### src/rtl/day_countdown_timer.sv
// ----------------------------------------------------------------------------
// day_countdown_timer : calendar-style Y/M/D h:m:s countdown, one second per tick
// Optional feature macro: AUTO_RELOAD_EN (reload from captured value on expiry)
// Revision: 1.0
// ----------------------------------------------------------------------------
`default_nettype none

module day_countdown_timer #(
  parameter int MAX_SECOND = 59,
  parameter int MAX_MINUTE = 59,
  parameter int MAX_HOUR   = 23,
  parameter int MAX_DAY    = 30,
  parameter int MAX_MONTH  = 12
) (
  input  logic       clk,
  input  logic       reset,
  input  logic       load,
  input  logic [5:0] ld_year,
  input  logic [3:0] ld_month,
  input  logic [4:0] ld_day,
  input  logic [4:0] ld_hour,
  input  logic [5:0] ld_minute,
  input  logic [5:0] ld_second,
  input  logic       start,
  input  logic       stop,
  input  logic       tick,
  output logic [5:0] year,
  output logic [3:0] month,
  output logic [4:0] day,
  output logic [4:0] hour,
  output logic [5:0] minute,
  output logic [5:0] second,
  output logic       running,
  output logic       done,
  output logic       expired
);

`ifdef AUTO_RELOAD_EN
  localparam bit c_AUTO_RELOAD = 1'b1;
`else
  localparam bit c_AUTO_RELOAD = 1'b0;
`endif

  typedef enum logic [1:0] {
    S_IDLE  = 2'd0,
    S_RUN   = 2'd1,
    S_PAUSE = 2'd2,
    S_DONE  = 2'd3
  } state_t;

  state_t      r_state;
  logic        r_done;
  logic [31:0] r_cnt;
  logic [31:0] r_reload;

  logic [3:0]  w_ld_month;
  logic [4:0]  w_ld_day;
  logic [4:0]  w_ld_hour;
  logic [5:0]  w_ld_minute;
  logic [5:0]  w_ld_second;
  logic [31:0] w_ld_cnt;
  logic [5:0]  w_yr, w_mi, w_se;
  logic [3:0]  w_mo;
  logic [4:0]  w_dy, w_hr;
  logic [31:0] w_dec;
  logic        w_cnt_zero;
  logic        w_dec_zero;
  logic        w_reload_zero;

  assign w_ld_month  = (ld_month  > 4'(MAX_MONTH))  ? 4'(MAX_MONTH)  : ld_month;
  assign w_ld_day    = (ld_day    > 5'(MAX_DAY))    ? 5'(MAX_DAY)    : ld_day;
  assign w_ld_hour   = (ld_hour   > 5'(MAX_HOUR))   ? 5'(MAX_HOUR)   : ld_hour;
  assign w_ld_minute = (ld_minute > 6'(MAX_MINUTE)) ? 6'(MAX_MINUTE) : ld_minute;
  assign w_ld_second = (ld_second > 6'(MAX_SECOND)) ? 6'(MAX_SECOND) : ld_second;
  assign w_ld_cnt    = {ld_year, w_ld_month, w_ld_day, w_ld_hour, w_ld_minute, w_ld_second};

  assign {w_yr, w_mo, w_dy, w_hr, w_mi, w_se} = r_cnt;

  // Borrow ripples upward only while each lower field sits at zero.
  always_comb begin
    logic [5:0] v_se, v_mi, v_yr;
    logic [4:0] v_hr, v_dy;
    logic [3:0] v_mo;
    logic       v_b;
    v_b  = 1'b1;
    v_se = w_se; v_mi = w_mi; v_hr = w_hr;
    v_dy = w_dy; v_mo = w_mo; v_yr = w_yr;
    if (w_se != 6'd0) begin v_se = w_se - 6'd1; v_b = 1'b0; end
    else              v_se = 6'(MAX_SECOND);
    if (v_b) begin
      if (w_mi != 6'd0) begin v_mi = w_mi - 6'd1; v_b = 1'b0; end
      else              v_mi = 6'(MAX_MINUTE);
    end
    if (v_b) begin
      if (w_hr != 5'd0) begin v_hr = w_hr - 5'd1; v_b = 1'b0; end
      else              v_hr = 5'(MAX_HOUR);
    end
    if (v_b) begin
      if (w_dy != 5'd0) begin v_dy = w_dy - 5'd1; v_b = 1'b0; end
      else              v_dy = 5'(MAX_DAY);
    end
    if (v_b) begin
      if (w_mo != 4'd0) begin v_mo = w_mo - 4'd1; v_b = 1'b0; end
      else              v_mo = 4'(MAX_MONTH);
    end
    if (v_b) v_yr = w_yr - 6'd1;
    w_dec = {v_yr, v_mo, v_dy, v_hr, v_mi, v_se};
  end

  assign w_cnt_zero    = (r_cnt == 32'd0);
  assign w_dec_zero    = (w_dec == 32'd0);
  assign w_reload_zero = (r_reload == 32'd0);

  always_ff @(posedge clk or negedge reset) begin
    if (!reset) begin
      r_state  <= S_IDLE;
      r_done   <= 1'b0;
      r_cnt    <= 32'd0;
      r_reload <= 32'd0;
    end else begin
      r_done <= 1'b0;
      if (load) begin
        r_cnt    <= w_ld_cnt;
        r_reload <= w_ld_cnt;
        r_state  <= S_IDLE;
      end else begin
        case (r_state)
          S_IDLE, S_PAUSE: begin
            if (start) begin
              if (w_cnt_zero) begin
                r_state <= S_DONE;
                r_done  <= 1'b1;
              end else begin
                r_state <= S_RUN;
              end
            end
          end
          S_RUN: begin
            if (stop) begin
              r_state <= S_PAUSE;
            end else if (tick && !w_cnt_zero) begin
              if (w_dec_zero) begin
                r_done <= 1'b1;
                if (c_AUTO_RELOAD && !w_reload_zero) begin
                  r_cnt <= r_reload;
                end else begin
                  r_cnt   <= w_dec;
                  r_state <= S_DONE;
                end
              end else begin
                r_cnt <= w_dec;
              end
            end
          end
          default: ;
        endcase
      end
    end
  end

  assign {year, month, day, hour, minute, second} = r_cnt;
  assign running = (r_state == S_RUN);
  assign expired = (r_state == S_DONE);
  assign done    = r_done;

endmodule

`default_nettype wire

### config.mk
export PLATFORM = sky130hd
export DESIGN_NAME = day_countdown_timer
export DESIGN_NICKNAME = d
export VERILOG_FILES = /design/src/rtl/day_countdown_timer.sv
export SDC_FILE = /design/constraint.sdc
export NUM_CORES = 1
export LEC_CHECK = 0
export CAP_MARGIN = 20
export CORE_ASPECT_RATIO = 0.8
export CORE_UTILIZATION = 43
export DETAILED_ROUTE_END_ITERATION = 16
export PLACE_DENSITY = 0.76
export SYNTH_ARGS = -nofsm -noshare
export SYNTH_HDL_FRONTEND = slang
export SYNTH_SLANG_ARGS = --single-unit
### constraint.sdc
create_clock -name clk -period 2.75 [get_ports clk]
set_input_delay 0.6875 -clock clk [delete_from_list [all_inputs] [get_ports clk]]
set_output_delay 0.6875 -clock clk [all_outputs]
set_load 0.1 [all_outputs]
==> impl_results.md <==
* Syn avg cell area at 8.13 um^2
* Register area share after synthesis at around a third
* Critical Path Start: r_cnt[13]
* Critical Path RT at 2.96 ns
* Std cell rows at 24
* Post-Synthesis Cells at roughly 310
* Buffer and inverter count on the worst path at 1
* Cell area power density at 500 nW/um^2
* Routed vias at 2802
* Maximum root-to-sink buffer count at 2
* IO buf count at 72
* Syn nets at 356
* Final Max Tran Viols at 0
* Core box area at about 5500 um^2
* Sw frac at 43.9%
* Nets at 456
* Sink Count at 35
* Internal power at 1.04 mW
* TritonCTS clock tree: yes
* Crit path to: done
* Crit. End Element: flip-flop
* Register share of total power at 34.1%
* Max-cap violation count at 0
* Critical path depth at 7
* Initial core utilization at 45.4%
* Initial antenna violation count at 0
* Post-Route Utilization at 66.8%
* Comb pwr share at 43.3%
* Reg2reg start: r_cnt[13]
* Min-delay src: r_cnt[26]
* Largest net degree at the start of global routing at 52
* Die height at 70.4 um
* ANT nets after route at 0
* Gpl congestion at 0.912
* Top-level port count at 73
* ANT cells at 0
* Critical path type: reg -> reg
* Post-synth cell types at 48
* Die area at 6150 um^2
* Fill count at 483
* Final setup fails at 0
* Max frequency at 0.365 GHz
* Min-Delay Path Class: reg -> reg
* Syn. warnings at 0
* Share of layout cells above drive strength 1 at 30.0%
* Clock power share at between 20% and 30%
* Initial DRC Count at 222
* Reg2reg end: done
* Worst-Margin Slew at 0.891 ns
* CP cell instances: inv_4 -> ha_4 -> or4b_4 -> or4_4 -> or4_4 -> or4b_4 -> o31ai_4
* Seq cells post-synth at 35
* Num CTS Buffers at 5
* Die W at 87.4 um
* Dominant delay contributor by cell family on the critical path: simple AND/OR/NAND/NOR gates
* Clock transition at path regs at 0.07 ns
* Drc violations at 0
* First-pass GRT wire length at 12.9 mm
* Area growth from synthesis to layout at 47.0%
* Wire per inst at 15.9 um
* Worst path arrival time at 2.95 ns
* Leakage at 1.56 nW
* Tmin final at 2.74 ns
* Crit share post-route at 99.7%
* Worst-Skew Late Latency at 0.30 ns
* Vias in the first global route at 2670
* Final hold vios at 0
* Element type at the critical path start: flip-flop
* Commonest non-fill, non-tap cell in the layout: buf_4
* Peak supply drop at 0.000314 V
* Reg2reg setup slack at ~0.0096 ns
* Worst Path Max Fanout at 6
* DP Cell Count at 474
* Clk_skew at 0.00476 ns
* Slowest stage delay, CP at 0.52 ns
* Switching pwr at approximately 0.81 mW
* Hold buffers post-CTS at 0
* DRT Wirelength at 7.74 mm
* GRT overflow at 0
* RSZ-0062 raised after global routing: true
* Status: finished, final reports clean
* Slew Limit Headroom at 40.6%
* CTS H-tree lvls at 2
* Design Power at 1.85 mW
* Clock root buffer: clkbuf_8
* Finished Layout Cells at roughly 500
* Final HPWL DP at 5.58 mm
* Most frequent cells in the layout: buf_4 (66), clkdlybuf4s50_1 (36), nand2_1 (33)
* Cell count of the worst reg-to-reg path at 7
* Mapped Area at ~2500 um^2
* Total Routing Usage GR at between 20 and 30%
* Crit-path slowest cell: or4b_4
* Via density at 5.74
* Pre-Repair DR Iteration Count at 5
==> metal layers <==
metal / track usage (%) / up-vias / share of wire (%)
met3: 5.44 / 14 / 7.0
met2: 40.3 / 119 / 46
li1: - / 1324 / -
met1: 38.9 / 1345 / 46
met4: 7.29 / 0 / 1.6
met5: 0 / - / 0
==> layout make-up <==
| cell class | count | area [um^2] | share of cell area [%] |
|---|---|---|---|
| inverter | 15 | 58.8 | 1.59 |
| timing repair buffer | 104 | 881 | 23.9 |
| tap | 78 | 97.6 | 2.64 |
| sequential | 35 | 897 | 24.3 |
| clock buffer | 8 | 100 | 2.71 |
| multi-input combinational | 248 | 1660 | 44.9 |
==> cells by family (layout without fill, tap and decap cells) <==
family          Yosys count  after routing  share of synthesized area [%]
buf+inv                  27            127                           4.48
fa+ha+maj                 9              9                           4.48
flops                    35             35                           34.9
simple gates            141            142                           30.0
xor+xnor                 13             13                           4.53
compound gates           76             76                           18.4
mux                       8              8                           3.24
==> through the flow <==
stage	worst slack [ns]	setup TNS, ns	hold WS [ns]	cell area, um^2
CTS	-0.0360	-0.0808	0.607	3610
global placement	-0.0825	-0.735	0.581	3440
global route	-0.0530	-0.335	0.647	3690
detailed placement	-0.126	-1.43	0.598	3440
floorplan	-0.235	-2.68	0.392	2570
finish	0.00961	0	0.626	3690
==> power groups by stage <==
stage / Combinational [mW] / Sequential, mW / Clock, mW
floorplan: 0.206 / 0.954 / 0
global placement: 0.766 / 0.632 / 0
detailed placement: 0.774 / 0.633 / 0
CTS: 0.782 / 0.624 / 0.427
global route: 0.846 / 0.637 / 0.455
finish: 0.798 / 0.630 / 0.418
==> registers in the layout, indices dropped and copies added, names as in the netlist <==
name     count
r_cnt       32
r_state      2
done         1
==> tightest hold or removal path: stages, from the launching register on <==
cell     delay, ns
dfrtp_2       0.43
xnor2_2       0.12
o21ai_1       0.05
==> timing repair <==
action	in CTS	in global routing
pin swaps	4	4
endpoints found under the setup margin	16	24
gates resized for setup	10	13
buffers inserted	2	3
gates cloned	0	1
==> synth_stat cells, drive strengths merged <==
master	count	area [um^2]
dfrtp	35	876
nand2	35	131
o21ai	29	145
nor2	26	97.6
a21oi	22	110
inv	15	56.3
nor3	15	75.1
nand3	14	75.1
nand4	11	68.8
clkbuf	10	37.5
ha	9	113
mux2i	7	70.1
nor4	7	43.8
xor2	7	61.3
xnor2	6	52.6
a21o	5	37.5
and2	5	32.5
o22a	5	43.8
or4	5	41.3
nor4b	4	35.0
a311oi	3	26.3
and4	3	28.8
nor2b	3	18.8
o31ai	3	22.5
or2	3	18.8
a211oi	2	15.0
and3	2	12.5
buf	2	18.8
nor3b	2	20.0
o21a	2	15.0
or3	2	12.5
or4b	2	23.8
a2111oi	1	15.0
a21boi	1	7.51
a31o	1	8.76
a32oi	1	8.76
mux2	1	11.3
nand2b	1	6.26
nand3b	1	11.3
o22ai	1	6.26
==> worst min path at each step <==
| stage | endpoint | slack, ns | depth (start not counted) |
|---|---|---|---|
| after global placement | r_cnt[27] | 0.58 | 2 |
| after floorplan | done | 0.39 | 0 |
| after CTS | r_cnt[26] | 0.61 | 2 |
| final | r_cnt[26] | 0.63 | 2 |
| after detailed placement | r_cnt[26] | 0.60 | 2 |
| after global routing | r_cnt[26] | 0.65 | 2 |
Power figures use the tool's default switching activity.
